==> src/rtl/reg_writeback_pkg.sv <==
// Shared definitions for the register writeback stage: opcodes, load funct3
// encodings, FSM state encoding and default datapath widths.
package reg_writeback_pkg;

    localparam int RW_XLEN   = 32;
    localparam int RW_REG_AW = 5;
    localparam int CNT_W     = 4;

    localparam logic [6:0] OP_LOAD   = 7'b0000011;
    localparam logic [6:0] OP_STORE  = 7'b0100011;
    localparam logic [6:0] OP_BRANCH = 7'b1100011;

    localparam logic [2:0] F3_LB  = 3'b000;
    localparam logic [2:0] F3_LH  = 3'b001;
    localparam logic [2:0] F3_LW  = 3'b010;
    localparam logic [2:0] F3_LBU = 3'b100;
    localparam logic [2:0] F3_LHU = 3'b101;

    typedef enum logic [1:0] {
        ST_IDLE = 2'd0,
        ST_REQ  = 2'd1,
        ST_WAIT = 2'd2
    } wb_state_e;

endpackage

==> src/rtl/reg_writeback_load_align.sv <==
// Combinational load aligner: picks the addressed byte/half/word out of a
// full memory word, sign- or zero-extends it, and flags illegal
// funct3/offset combinations. Kept standalone so the LSU can reuse it.
module load_align
    import reg_writeback_pkg::*;
#(
    parameter int XLEN = RW_XLEN
) (
    input  logic [XLEN-1:0] data,
    input  logic [1:0]      offset,
    input  logic [2:0]      funct3,
    output logic [XLEN-1:0] aligned,
    output logic            legal
);

    logic signed [7:0]  byte_v;
    logic signed [15:0] half_v;

    // Lane select, then extension chosen by funct3
    always_comb begin
        byte_v  = '0;
        half_v  = '0;
        aligned = '0;
        legal   = 1'b0;
        case (offset)
            2'd0:    byte_v = data[7:0];
            2'd1:    byte_v = data[15:8];
            2'd2:    byte_v = data[23:16];
            default: byte_v = data[31:24];
        endcase
        half_v = offset[1] ? data[31:16] : data[15:0];
        case (funct3)
            F3_LB: begin
                aligned = {{(XLEN-8){byte_v[7]}}, byte_v};
                legal   = 1'b1;
            end
            F3_LBU: begin
                aligned = {{(XLEN-8){1'b0}}, byte_v};
                legal   = 1'b1;
            end
            F3_LH: begin
                aligned = {{(XLEN-16){half_v[15]}}, half_v};
                legal   = ~offset[0];
            end
            F3_LHU: begin
                aligned = {{(XLEN-16){1'b0}}, half_v};
                legal   = ~offset[0];
            end
            F3_LW: begin
                aligned = data;
                legal   = (offset == 2'd0);
            end
            default: begin
                aligned = '0;
                legal   = 1'b0;
            end
        endcase
    end

endmodule

==> src/rtl/reg_writeback.sv <==
// Writeback stage: retires execute results into the register file, runs the
// load request/response handshake with data memory, and stalls the pipeline
// while a load is outstanding. Every register-file output is a flop.
module reg_writeback
    import reg_writeback_pkg::*;
#(
    parameter int XLEN        = RW_XLEN,
    parameter int REG_AW      = RW_REG_AW,
    parameter int MEM_TIMEOUT = 15
) (
    input  logic              clk,
    input  logic              rst,
    input  logic              ex_valid,
    output logic              ex_ready,
    input  logic [6:0]        ex_opcode,
    input  logic [2:0]        ex_funct3,
    input  logic [REG_AW-1:0] ex_rd,
    input  logic [XLEN-1:0]   ex_result,
    output logic              mem_req_valid,
    output logic [XLEN-1:0]   mem_req_addr,
    input  logic              mem_req_ready,
    input  logic              mem_rsp_valid,
    input  logic [XLEN-1:0]   mem_rsp_data,
    output logic [REG_AW-1:0] rd_addr,
    output logic [XLEN-1:0]   write_data,
    output logic              write_en,
    output logic              halt,
    output logic              load_err
);

    wb_state_e         state_q, state_d;
    logic [CNT_W-1:0]  cnt_q, cnt_d;
    logic [REG_AW-1:0] rd_q, rd_d;
    logic [2:0]        f3_q, f3_d;
    logic [1:0]        off_q, off_d;
    logic [XLEN-1:0]   addr_q, addr_d;
    logic [REG_AW-1:0] waddr_q, waddr_d;
    logic [XLEN-1:0]   wdata_q, wdata_d;
    logic              we_q, we_d;
    logic              err_q, err_d;

    logic [2:0]        al_f3;
    logic [1:0]        al_off;
    logic [XLEN-1:0]   al_data;
    logic              al_legal;

    // In IDLE the aligner judges the incoming load; afterwards it decodes
    // the response using the fields captured at acceptance.
    assign al_f3  = (state_q == ST_IDLE) ? ex_funct3       : f3_q;
    assign al_off = (state_q == ST_IDLE) ? ex_result[1:0]  : off_q;

    load_align #(.XLEN(XLEN)) u_align (
        .data    (mem_rsp_data),
        .offset  (al_off),
        .funct3  (al_f3),
        .aligned (al_data),
        .legal   (al_legal)
    );

    // Next-state and next-output logic for the IDLE/REQ/WAIT handshake
    always_comb begin
        state_d = state_q;
        cnt_d   = cnt_q;
        rd_d    = rd_q;
        f3_d    = f3_q;
        off_d   = off_q;
        addr_d  = addr_q;
        waddr_d = waddr_q;
        wdata_d = wdata_q;
        we_d    = 1'b0;
        err_d   = 1'b0;
        case (state_q)
            ST_IDLE: begin
                if (ex_valid) begin
                    if (ex_opcode == OP_LOAD) begin
                        rd_d   = ex_rd;
                        f3_d   = ex_funct3;
                        off_d  = ex_result[1:0];
                        addr_d = {ex_result[XLEN-1:2], 2'b00};
                        if (al_legal) begin
                            state_d = ST_REQ;
                        end else begin
                            err_d = 1'b1;
                        end
                    end else if (ex_opcode != OP_STORE && ex_opcode != OP_BRANCH
                                 && ex_rd != '0) begin
                        we_d    = 1'b1;
                        waddr_d = ex_rd;
                        wdata_d = ex_result;
                    end
                end
            end
            ST_REQ: begin
                if (mem_req_ready) begin
                    state_d = ST_WAIT;
                    cnt_d   = '0;
                end
            end
            ST_WAIT: begin
                cnt_d = cnt_q + 1'b1;
                // A response arriving on the last allowed cycle still wins
                if (mem_rsp_valid) begin
                    state_d = ST_IDLE;
                    if (rd_q != '0) begin
                        we_d    = 1'b1;
                        waddr_d = rd_q;
                        wdata_d = al_data;
                    end
                end else if (cnt_q == CNT_W'(MEM_TIMEOUT - 1)) begin
                    state_d = ST_IDLE;
                    err_d   = 1'b1;
                end
            end
            default: state_d = ST_IDLE;
        endcase
    end

    // State and output registers; reset abandons any load in flight
    always_ff @(posedge clk) begin
        if (rst) begin
            state_q <= ST_IDLE;
            cnt_q   <= '0;
            rd_q    <= '0;
            f3_q    <= '0;
            off_q   <= '0;
            addr_q  <= '0;
            waddr_q <= '0;
            wdata_q <= '0;
            we_q    <= 1'b0;
            err_q   <= 1'b0;
        end else begin
            state_q <= state_d;
            cnt_q   <= cnt_d;
            rd_q    <= rd_d;
            f3_q    <= f3_d;
            off_q   <= off_d;
            addr_q  <= addr_d;
            waddr_q <= waddr_d;
            wdata_q <= wdata_d;
            we_q    <= we_d;
            err_q   <= err_d;
        end
    end

    assign ex_ready      = (state_q == ST_IDLE);
    assign halt          = (state_q != ST_IDLE);
    assign mem_req_valid = (state_q == ST_REQ);
    assign mem_req_addr  = addr_q;
    assign rd_addr       = waddr_q;
    assign write_data    = wdata_q;
    assign write_en      = we_q;
    assign load_err      = err_q;

endmodule

==> config.mk <==
export PLATFORM = sky130hd
export DESIGN_NAME = reg_writeback
export DESIGN_NICKNAME = d
export VERILOG_FILES = /design/src/rtl/reg_writeback_pkg.sv /design/src/rtl/reg_writeback_load_align.sv /design/src/rtl/reg_writeback.sv
export SDC_FILE = /design/constraint.sdc
export NUM_CORES = 1
export LEC_CHECK = 0
export ABC_AREA = 1
export BUFFER_PORTS_ARGS = -buffer_cell sky130_fd_sc_hd__buf_4
export CAP_MARGIN = 20
export CELL_PAD_IN_SITES_DETAIL_PLACEMENT = 1
export CELL_PAD_IN_SITES_GLOBAL_PLACEMENT = 1
export CORE_MARGIN = 2
export CORE_UTILIZATION = 35
export DETAILED_ROUTE_END_ITERATION = 8
export PLACE_DENSITY_LB_ADDON = 0.1
export SETUP_SLACK_MARGIN = 0.05
export SLEW_MARGIN = 10
export SYNTH_ARGS = -nofsm -noshare
export SYNTH_HDL_FRONTEND = slang
export SYNTH_SLANG_ARGS = --single-unit
==> constraint.sdc <==
create_clock -name clk -period 2.5 [get_ports clk]
set_input_delay 0.5 -clock clk [delete_from_list [all_inputs] [get_ports clk]]
set_output_delay 0.5 -clock clk [all_outputs]
set_load 0.1 [all_outputs]
==> results of run 1 <==
-- cells in the mapped netlist (2+ instances only) --
cell type / n / area (sq um)
nand2_2: 6 / 37.5
nand4_1: 17 / 106
inv_2: 2 / 7.51
ha_1: 2 / 25.0
nand2_1: 218 / 818
a21oi_2: 19 / 166
inv_1: 119 / 447
nor2_1: 146 / 548
buf_4: 5 / 37.5
o21ai_0: 50 / 250
nor2_4: 3 / 33.8
buf_2: 11 / 55.1
o21ai_2: 4 / 35.0
buf_1: 2 / 7.51
nor3_1: 4 / 20.0
dfxtp_1: 85 / 1700
o21ai_1: 2 / 10.0
buf_6: 7 / 78.8
a211oi_1: 2 / 15.0
clkbuf_1: 23 / 86.3
nand3_1: 35 / 175
a21oi_1: 65 / 325
-- layer usage --
layer  vias up  global-route usage [%]  wire length (um)
met5         -                       0                 0
met4         0                    7.47               456
met3        31                    4.17               703
met2       125                    37.3              8080
met1      2554                    28.4              7860
li1       2848                       -                 -
-- cells by family (layout without fill, tap and decap cells) --
family	after synthesis	after routing	share of synthesized area (%)
AND/OR/NAND/NOR	436	436	35.7
other	1	2	0.0739
AO/OA/AOI/OAI	144	144	16.1
buffers and inverters	169	307	14.2
flip-flops	85	85	33.5
adder cells (fa/ha/maj)	2	2	0.493
-- sequential cells by signal, summed over array words and instances, names as in the netlist --
register	flops
cnt_q	4
f3_q	3
load_err	1
mem_req_addr	30
off_q	2
rd_addr	5
rd_q	5
state_q	2
write_data	32
write_en	1
-- power by group --
group | switching (W) | internal (W)
registers | 0.0000271 | 0.00140
clock network | 0.000631 | 0.000718
logic | 0.000713 | 0.000281
total | 0.00137 | 0.00240
-- cell type report --
cell class	instances	area (sq um)	area share, %
Tap cell	184	230	3.45
Sequential cell	85	1700	25.5
Multi-Input combinational cell	584	2680	40.1
Clock inverter	6	53.8	0.807
Timing Repair Buffer	170	1310	19.7
Clock buffer	10	239	3.58
Inverter	121	454	6.81
-- repair_timing --
action / CTS / global route
resized for setup: 0 / 1
endpoints found under the setup margin: 0 / 16
buffers inserted: 0 / 0
-- worst paths after layout --
| path | end | slack (ps) | cells after the start | from |
|---|---|---|---|---|
| hold reg to reg | rd_q[3] | 470 | 2 | rd_q[3] |
| setup reg to reg | write_data[4] | 320 | 10 | state_q[1] |
| setup / recovery | write_data[4] | 320 | 10 | state_q[1] |
| hold / removal | mem_req_addr[2] | 400 | 3 | ex_result[2] |
-- worst max-delay path, delay by kind of cell (launching register included) --
| kind | cells | cell delay [ps] |
|---|---|---|
| buffers and inverters | 1 | 330 |
| AOI/OAI and AO/OA | 2 | 270 |
| DFF | 1 | 380 |
| and+or+nand+nor | 7 | 1120 |
-- stage by stage --
| stage | power (W) | utilization [%] | worst slack (ps) | cells |
|---|---|---|---|---|
| 3_3_place_gp | 0.00245 | 44.3 | 223 | 1144 |
| 2_1_floorplan | 0.00216 | - | 485 | 838 |
| 5_1_grt | 0.00395 | 46.4 | 93.4 | 1160 |
| 4_1_cts | 0.00381 | 46.4 | 179 | 1160 |
| 6_report | 0.00377 | 46.4 | 323 | 1160 |
| 3_5_place_dp | 0.00246 | 44.3 | 198 | 1144 |
==> results.ini, run 1 <==
[power]
peakVddDrop_v = 0.000293
power_density_nw_per_um2 = 566
power.leakage_nw = 3.44

[global_route]
grt_pass1_vias = 5469
grt_start_max_net_pins = 63
grt_pass1_wl_um = 27900
antenna_found_initial = 0
grt.total_usage_pct = 22.2
overflow = 0

[drt]
drtIter0Drc = 285
drc = 0
vias_per_cell = 4.79
wl_per_cell_um = 14.7
wirelength_um = 17100
drt_first_pass_iters = 4
vias = 5558
drtAntennaViolNets = 0

[logic_synthesis]
synth_edf_count = 0
yosysWarnings = 0
netlist_area_sq_um = 5080
ys_types = 32
synth_seq_cells = 85
syn_area_per_cell_sq_um = 6.06
syn_inst = 837
ys_async_sr_fraction_pct = 0
ys_seq_area_share_pct = 33.5
ys.flop_type = dfxtp_1

[cts]
htreeDepth = 3
cts_tree = done
cts.sinks = 85
numCtsBuffers = 9
cts.path.max_buffers = 2
ctsHoldBuffers = 0
cts.clk_slew.worst_paths_ps = 70
cts-root-buf = clkbuf_16
clock_latency_ps = 350

[sta]
hold_ws_ps = 399
worst_clock_skew_ps = 8.07
rsz0062_at_grt = no
timing.setup.tns_ps = 0
setup_viol = 0
fmax_mhz = 459
period_needed_ps = 2180
relSlewSlack_pct = 66.5
timing.final.crit_share_pct = 87.1
hold_viol = 0
slew_viol_final = 0
tightest_slew_ps = 503

[floorplan]
fp-row-count = 44
ios = 158
die_y_um = 124
chipWidth_um = 124
dieArea_sq_um = 15500
start_util_pct = 35.3
coreArea_sq_um = 14400

[cells_and_area]
final_cell_area_sq_um = 6670
nets = 1057
layout_commonest_cell = nand2_1
layout_common_cells = nand2_1, buf_4, nor2_1
syn2layout_area_growth_pct = 31.4
nFillCells = 1958
layout-drive-gt1-share_pct = 23.7
n_antenna_cell = 0

[job]
max-cap-violations = 0

[critical_path]
crit_arrival_ps = 2460
worstPathMaxFanout = 25
crit_chain = nor2_4 > nand2_1 > nand2_1 > buf_4 > nand2_1 > a21oi_1 > nor2_1 > nand2_1 > nand2_1 > a21oi_1
cp-end-kind = flop
cp-start-kind = flop
cp_common_cell = nand2_1
cp.required_ps = 2780
slowest_stage = nor2_4
slowest_delay_ps = 420
crit_type = reg -> reg

[worst_hold_path]
hold_path_class = in -> reg

[place]
dp_hpwl_um = 12700
dpl_cell_area_sq_um = 6370
portBuffers = 155
place_congestion = 0.869

[run_status]
status = finished clean

Note: power is estimated with default switching activity, not from simulation.
==> run 2: changes to the inputs <==
--- a/config.mk
+++ b/config.mk
@@ -5,7 +5,7 @@
 export SDC_FILE = /design/constraint.sdc
 export NUM_CORES = 1
 export LEC_CHECK = 0
-export ABC_AREA = 1
+export ABC_AREA = 0
 export BUFFER_PORTS_ARGS = -buffer_cell sky130_fd_sc_hd__buf_4
 export CAP_MARGIN = 20
 export CELL_PAD_IN_SITES_DETAIL_PLACEMENT = 1
==> run 2 against run 1 <==
Critical path depth decreased by 3; clock power is 16% higher; combinational power decreased by 21%; maximum frequency fell by 4.5%; final cell count decreased by 28%; non-clock buffer count increased by 1; area after synthesis is 16% lower; register-to-register slack got worse by 100 ps; clock skew decreased by 1.6 ps; power is 0.23% higher; cell area decreased by 11%; clock-buffer cell count is 1 lower; largest cell class unchanged.
==> results.ini, run 2 <==
[logic_synthesis]
ys.flop_type = dfxtp_1
syn_inst = 539
synth_top_area_share_pct = 40.0
synth_seq_cells = 85
synth.most_common_cell = nand2_1
synthTopCellsByArea = dfxtp_1, a21oi_1, nand2_1
ys_async_sr_fraction_pct = 0
ys_types = 57
netlist_area_sq_um = 4250
ys_seq_area_share_pct = 40.0
synth_top_area_cell = dfxtp_1
synth.top_cells.by_count = nand2_1, dfxtp_1, a21oi_1
yosysWarnings = 0
syn_area_per_cell_sq_um = 7.89
synth_edf_count = 0

[cells_and_area]
largest_reg_flops = 32
n_antenna_cell = 0
syn2layout_area_growth_pct = 39.5
finalNonFillerCells = 832
layout_common_cells = buf_4, nand2_1, dfxtp_1
layout_commonest_cell = buf_4
seqCellArea_sq_um = 1700
multi_input_area_sq_um = 2360
nets = 766
nFillCells = 1447
layout-drive-gt1-share_pct = 30.8
fin_util_pct = 49.8
final_cell_area_sq_um = 5930

[critical_path]
cp.required_ps = 2760
slowest_stage = mux2i_1
crit_arrival_ps = 2540
cp-start-kind = flop
rr_worst_depth = 7
worstPathMaxFanout = 12
cp-startpoint = state_q[1]
r2r_slack_ps = 220
r2r_start = state_q[1]
regToRegEndpoint = state_q[0]
slowest_delay_ps = 440
cp-end-kind = flop
crit_family = simple AND/OR/NAND/NOR gates
cp_num_cells = 7
crit_type = reg -> reg
path_buf_inv = 1
crit_chain = or2_4 > inv_4 > mux2i_1 > o21bai_1 > a21boi_0 > or3_1 > a211oi_1

[sta]
tightest_slew_ps = 719
hold_viol = 0
fmax_mhz = 439
worst_clock_skew_ps = 6.49
hold_ws_ps = 404
timing.final.crit_share_pct = 91.2
rsz0062_at_grt = no
period_needed_ps = 2280
slew_viol_final = 0
timing.setup.tns_ps = 0
relSlewSlack_pct = 51.9
setup_viol = 0

[floorplan]
die_y_um = 114
coreArea_sq_um = 11900
chipWidth_um = 114
dieArea_sq_um = 13000
fp-row-count = 40
start_util_pct = 35.7
ios = 158

[global_route]
grt.total_usage_pct = 24.1
grt_pass1_vias = 4558
overflow = 0
grt_pass1_wl_um = 24600
grt_start_max_net_pins = 42
antenna_found_initial = 0

[power]
peakVddDrop_v = 0.000315
power_density_nw_per_um2 = 638
power.leakage_nw = 2.43

[run_status]
status = finished clean

[drt]
drc = 0
drtAntennaViolNets = 0
drtIter0Drc = 211
vias = 4562
wl_per_cell_um = 18.7
wirelength_um = 15500
drt_first_pass_iters = 4
vias_per_cell = 5.48

[cts]
cts.sinks = 85
cts.path.max_buffers = 2
post_cts_buffers = 0
clock_latency_ps = 350
cts.clk_slew.worst_paths_ps = 70
ctsHoldBuffers = 0
numCtsBuffers = 9
cts_tree = done
htreeDepth = 3
cts-root-buf = clkbuf_16

[place]
place_congestion = 0.857
dpl_cell_area_sq_um = 5560
portBuffers = 155
dp_cells = 816
dp_hpwl_um = 11500

[worst_hold_path]
hold_end = mem_req_addr[19]
min_from = ex_result[19]
hold_path_class = in -> reg
hold_depth = 3

[job]
max-cap-violations = 0

run 2: cell types whose count changed after synthesis, sizes merged, moves of 9 or more:
cell	delta
nand3	-33
o22ai	+22
and2	+16
nor3	+9
nor2	-114
a211oi	+23
inv	-114
and3	+15
nand4	-16
o21ai	-26
nand2	-139
run 2: per-stage QoR:
stage                     total power (W)  setup slack [ps]
after detailed placement          0.00224              88.7
after global routing              0.00392              50.1
after CTS                         0.00381               218
after global placement            0.00223               186
after floorplan                   0.00197               336
final                             0.00378               220
run 2: area by class of cell:
type / instances / area share [%]
Sequential cell: 85 / 28.7
Timing Repair Buffer: 171 / 22.1
Inverter: 7 / 0.485
Clock inverter: 7 / 2.07
Tap cell: 147 / 3.10
Clock buffer: 9 / 3.80
Multi-Input combinational cell: 406 / 39.8
run 2: how the worst max path moves through the flow:
stage,end,slack (ps)
after floorplan,mem_req_valid,340
after global placement,write_data[13],190
after detailed placement,rd_addr[4],90
after CTS,write_data[2],220
after global routing,state_q[0],50
final,state_q[0],220
run 2: repair_timing:
| action | 4_1_cts | 5_1_grt |
|---|---|---|
| setup endpoints to repair | 0 | 4 |
| resized for setup | 0 | 3 |
| endpoints found under the hold margin | 0 | 0 |
run 2: power breakdown:
group | switching (W) | leakage, nW | internal, W
Sequential | 0.0000268 | 0.693 | 0.00140
Clock | 0.000587 | 0.162 | 0.000982
Combinational | 0.000554 | 1.58 | 0.000236
run 2: worst min-delay path: stages:
cell and delay (ps):
buf_4 110, nand2_1 50, a21oi_1 50
run 2: routing by layer:
| metal | track usage, % | up-vias | share of wire [%] |
|---|---|---|---|
| met4 | 6.10 | 0 | 1.1 |
| met1 | 31.5 | 2206 | 46 |
| met2 | 40.3 | 123 | 48 |
| met3 | 5.56 | 11 | 5.1 |
| met5 | 0 | - | 0 |
| li1 | - | 2222 | - |
run 2: kinds of logic (layout without fill, tap and decap cells):
| group | after synthesis | count (layout) | synth area share [%] |
|---|---|---|---|
| AOI/OAI and AO/OA | 199 | 199 | 29.4 |
| and+or+nand+nor | 193 | 193 | 21.9 |
| DFF | 85 | 85 | 40.0 |
| buffers and inverters | 49 | 194 | 5.59 |
| muxes | 9 | 9 | 2.24 |
| adders and majority gates | 2 | 2 | 0.588 |
| other | 1 | 2 | 0.0882 |
| xor gates and xnor gates | 1 | 1 | 0.206 |
==> run 3: changes to the inputs <==
--- a/config.mk
+++ b/config.mk
@@ -18,4 +18,5 @@
 export SLEW_MARGIN = 10
 export SYNTH_ARGS = -nofsm -noshare
 export SYNTH_HDL_FRONTEND = slang
+export SYNTH_HIERARCHICAL = 1
 export SYNTH_SLANG_ARGS = --single-unit
==> run 3 against run 2 <==
Non-clock buffer count increased by 4; sequential power about the same; via count decreased by 12%; first-iteration DRC count decreased by 12%; combinational power increased by 15%; utilization decreased by 0.47 points; sequential share of layout area decreased by 1.3 points; power increased by 1.9%; final cell count decreased by 8.4%; maximum frequency decreased by 4.2%; global-route usage decreased by 2.1 points.
==> results.ini, run 3 <==
[logic_synthesis]
synth_top_family_by_area = compound AO/OA/AOI/OAI gates
synthXorXnorAreaFrac_pct = 0
synth.top_cells.by_count = dfxtp_1, mux2i_1, a211oi_1, nor2_1, a211oi_2
synth_compound_gate_area_share_pct = 24.7
syn_area_per_cell_sq_um = 10.2
ys_seq_area_share_pct = 37.7
yosysWarnings = 6
synth_seq_cells = 85
synthSimpleGateAreaFrac_pct = 9.86
ys_types = 44
synthMuxAreaShare_pct = 20.9
synth.most_common_cell = dfxtp_1
ys_async_sr_fraction_pct = 0
syn_inst = 445
synthTopCellsByArea = dfxtp_1, mux2i_1, a211oi_1
ys.flop_type = dfxtp_1
netlist_area_sq_um = 4520
synth_edf_count = 0
synth_top_area_cell = dfxtp_1
synth_top_area_share_pct = 37.7
synth_fa_ha_area_share_pct = 0.554

[sta]
tightest_slew_ps = 502
timing.setup.tns_ps = 0
worst_slack_ps = 119
hold_ws_ps = 400
timing.final.crit_share_pct = 95.2
worst_clock_skew_ps = 9.41
slew_viol_final = 0
hold_viol = 0
period_needed_ps = 2380
relSlewSlack_pct = 66.5
rsz0062_at_grt = yes
fmax_mhz = 420
setup_viol = 0

[power]
power.leakage_nw = 2.90
swShare_pct = 30.8
share_comb_of_total_power_pct = 23.6
p_switching_w = 0.00119
peakVddDrop_v = 0.000366
power_frac_seq_pct = 37.3
power_density_nw_per_um2 = 619
cellInternalPower_w = 0.00266
clkPwrFrac_pct = 39.1

[cells_and_area]
nFillCells = 1443
n_antenna_cell = 0
layout_commonest_cell = buf_4
largest_reg_flops = 32
layout-drive-gt1-share_pct = 42.7
nets = 672
fin_util_pct = 49.3
layout_common_cells = buf_4, dfxtp_1, mux2i_1
final_cell_area_sq_um = 6220
syn2layout_area_growth_pct = 37.7

[cts]
cts.sinks = 85
htreeDepth = 3
ctsHoldBuffers = 0
cts_tree = done
numCtsBuffers = 9
cts.path.max_buffers = 2
cts.clk_slew.worst_paths_ps = 60
cts-root-buf = clkbuf_16
clock_latency_ps = 350

[drt]
drc = 0
wirelength_um = 15200
drt_first_pass_iters = 4
drtIter0Drc = 186
drtAntennaViolNets = 0
vias = 4001
vias_per_cell = 5.25
wl_per_cell_um = 20.0

[global_route]
grt_start_max_net_pins = 61
antenna_found_initial = 0
grt_pass1_vias = 4318
grt.total_usage_pct = 22.0
grt_pass1_wl_um = 24400
overflow = 0

[floorplan]
coreArea_sq_um = 12600
start_util_pct = 35.8
die_y_um = 118
chipWidth_um = 118
fp-row-count = 41
dieArea_sq_um = 13800
ios = 158

[run_status]
status = finished clean

[place]
dpl_cell_area_sq_um = 5880
dp_hpwl_um = 11500
portBuffers = 155
place_congestion = 0.799
dp_slack_ps = 122

[job]
max-cap-violations = 0

[critical_path]
cp-start-kind = flop
cp.required_ps = 2720
worstPathMaxFanout = 8
crit_type = reg -> reg
path_buf_inv = 1
crit_arrival_ps = 2600
slowest_delay_ps = 410
slowest_stage = mux4_2
crit_chain = nor2_4 > mux2_4 > mux4_2 > nor3b_2 > buf_4 > a221o_1 > mux2i_1 > a211oi_1
cp-end-kind = flop
crit_family = multiplexers

[worst_hold_path]
hold_path_class = in -> reg

run 3: cell types whose count changed after synthesis, moves of 18 or more:
cell      previous run  this run
nand2_1             86         1
mux2i_1              8        83
a21oi_1             80         6
a211oi_1            22        54
nor2_1              34        54
o22ai_1             21         1
a211oi_2             3        21
run 3: worst paths after layout:
kind | startpoint | endpoint | slack (ps) | cells after the start
max | state_q[1] | write_data[14] | 120 | 8
min | ex_result[19] | mem_req_addr[19] | 400 | 3
max reg2reg | state_q[1] | write_data[14] | 120 | 8
min reg2reg | mem_req_addr[6] | mem_req_addr[6] | 490 | 2
run 3: cell type report:
class | instances | area [sq um] | area share, %
multi-input combinational | 310 | 2590 | 41.7
sequential | 85 | 1700 | 27.3
timing repair buffer | 175 | 1360 | 21.9
clock buffer | 10 | 229 | 3.68
tap | 172 | 215 | 3.46
clock inverter | 5 | 100 | 1.61
inverter | 5 | 18.8 | 0.302
run 3: logic make-up after synthesis:
family,after synthesis
AO/OA/AOI/OAI,125
multiplexers,92
AND/OR/NAND/NOR,89
flip-flops,85
buffers and inverters,51
adder cells (fa/ha/maj),2
other,1
run 3: per-stage QoR:
stage,instances,power [W]
2_1_floorplan,446,0.00209
3_3_place_gp,746,0.00236
3_5_place_dp,746,0.00238
4_1_cts,761,0.00388
5_1_grt,762,0.00398
6_report,762,0.00385
run 3: power by group through the flow:
stage / logic, W / clock network (W) / registers [W]
2_1_floorplan: 0.000287 / 0 / 0.00180
6_report: 0.000909 / 0.00151 / 0.00144
3_3_place_gp: 0.000898 / 0 / 0.00147
5_1_grt: 0.000952 / 0.00159 / 0.00144
3_5_place_dp: 0.000910 / 0 / 0.00147
4_1_cts: 0.000913 / 0.00153 / 0.00144
run 3: worst register-to-register path, delay by kind of cell, from the launching register on:
kind	cells	cell delay [ps]
AO/OA/AOI/OAI	2	390
buffers and inverters	1	160
flip-flops	1	340
multiplexers	3	980
AND/OR/NAND/NOR	2	390
run 3: what timing repair did:
item | CTS | global route
setup buffers | 0 | 1
endpoints found under the hold margin | 0 | 0
setup endpoints to repair | 0 | 8
gates resized for setup | 0 | 2
run 3: metal layers:
layer / up-vias / routed length [um] / global-route usage (%) / share of wire (%)
li1: 1944 / - / - / -
met1: 1922 / 6830 / 28.1 / 45
met2: 118 / 7260 / 36.2 / 48
met3: 17 / 914 / 6.06 / 6.0
met4: 0 / 230 / 6.85 / 1.5
met5: - / 0 / 0 / 0
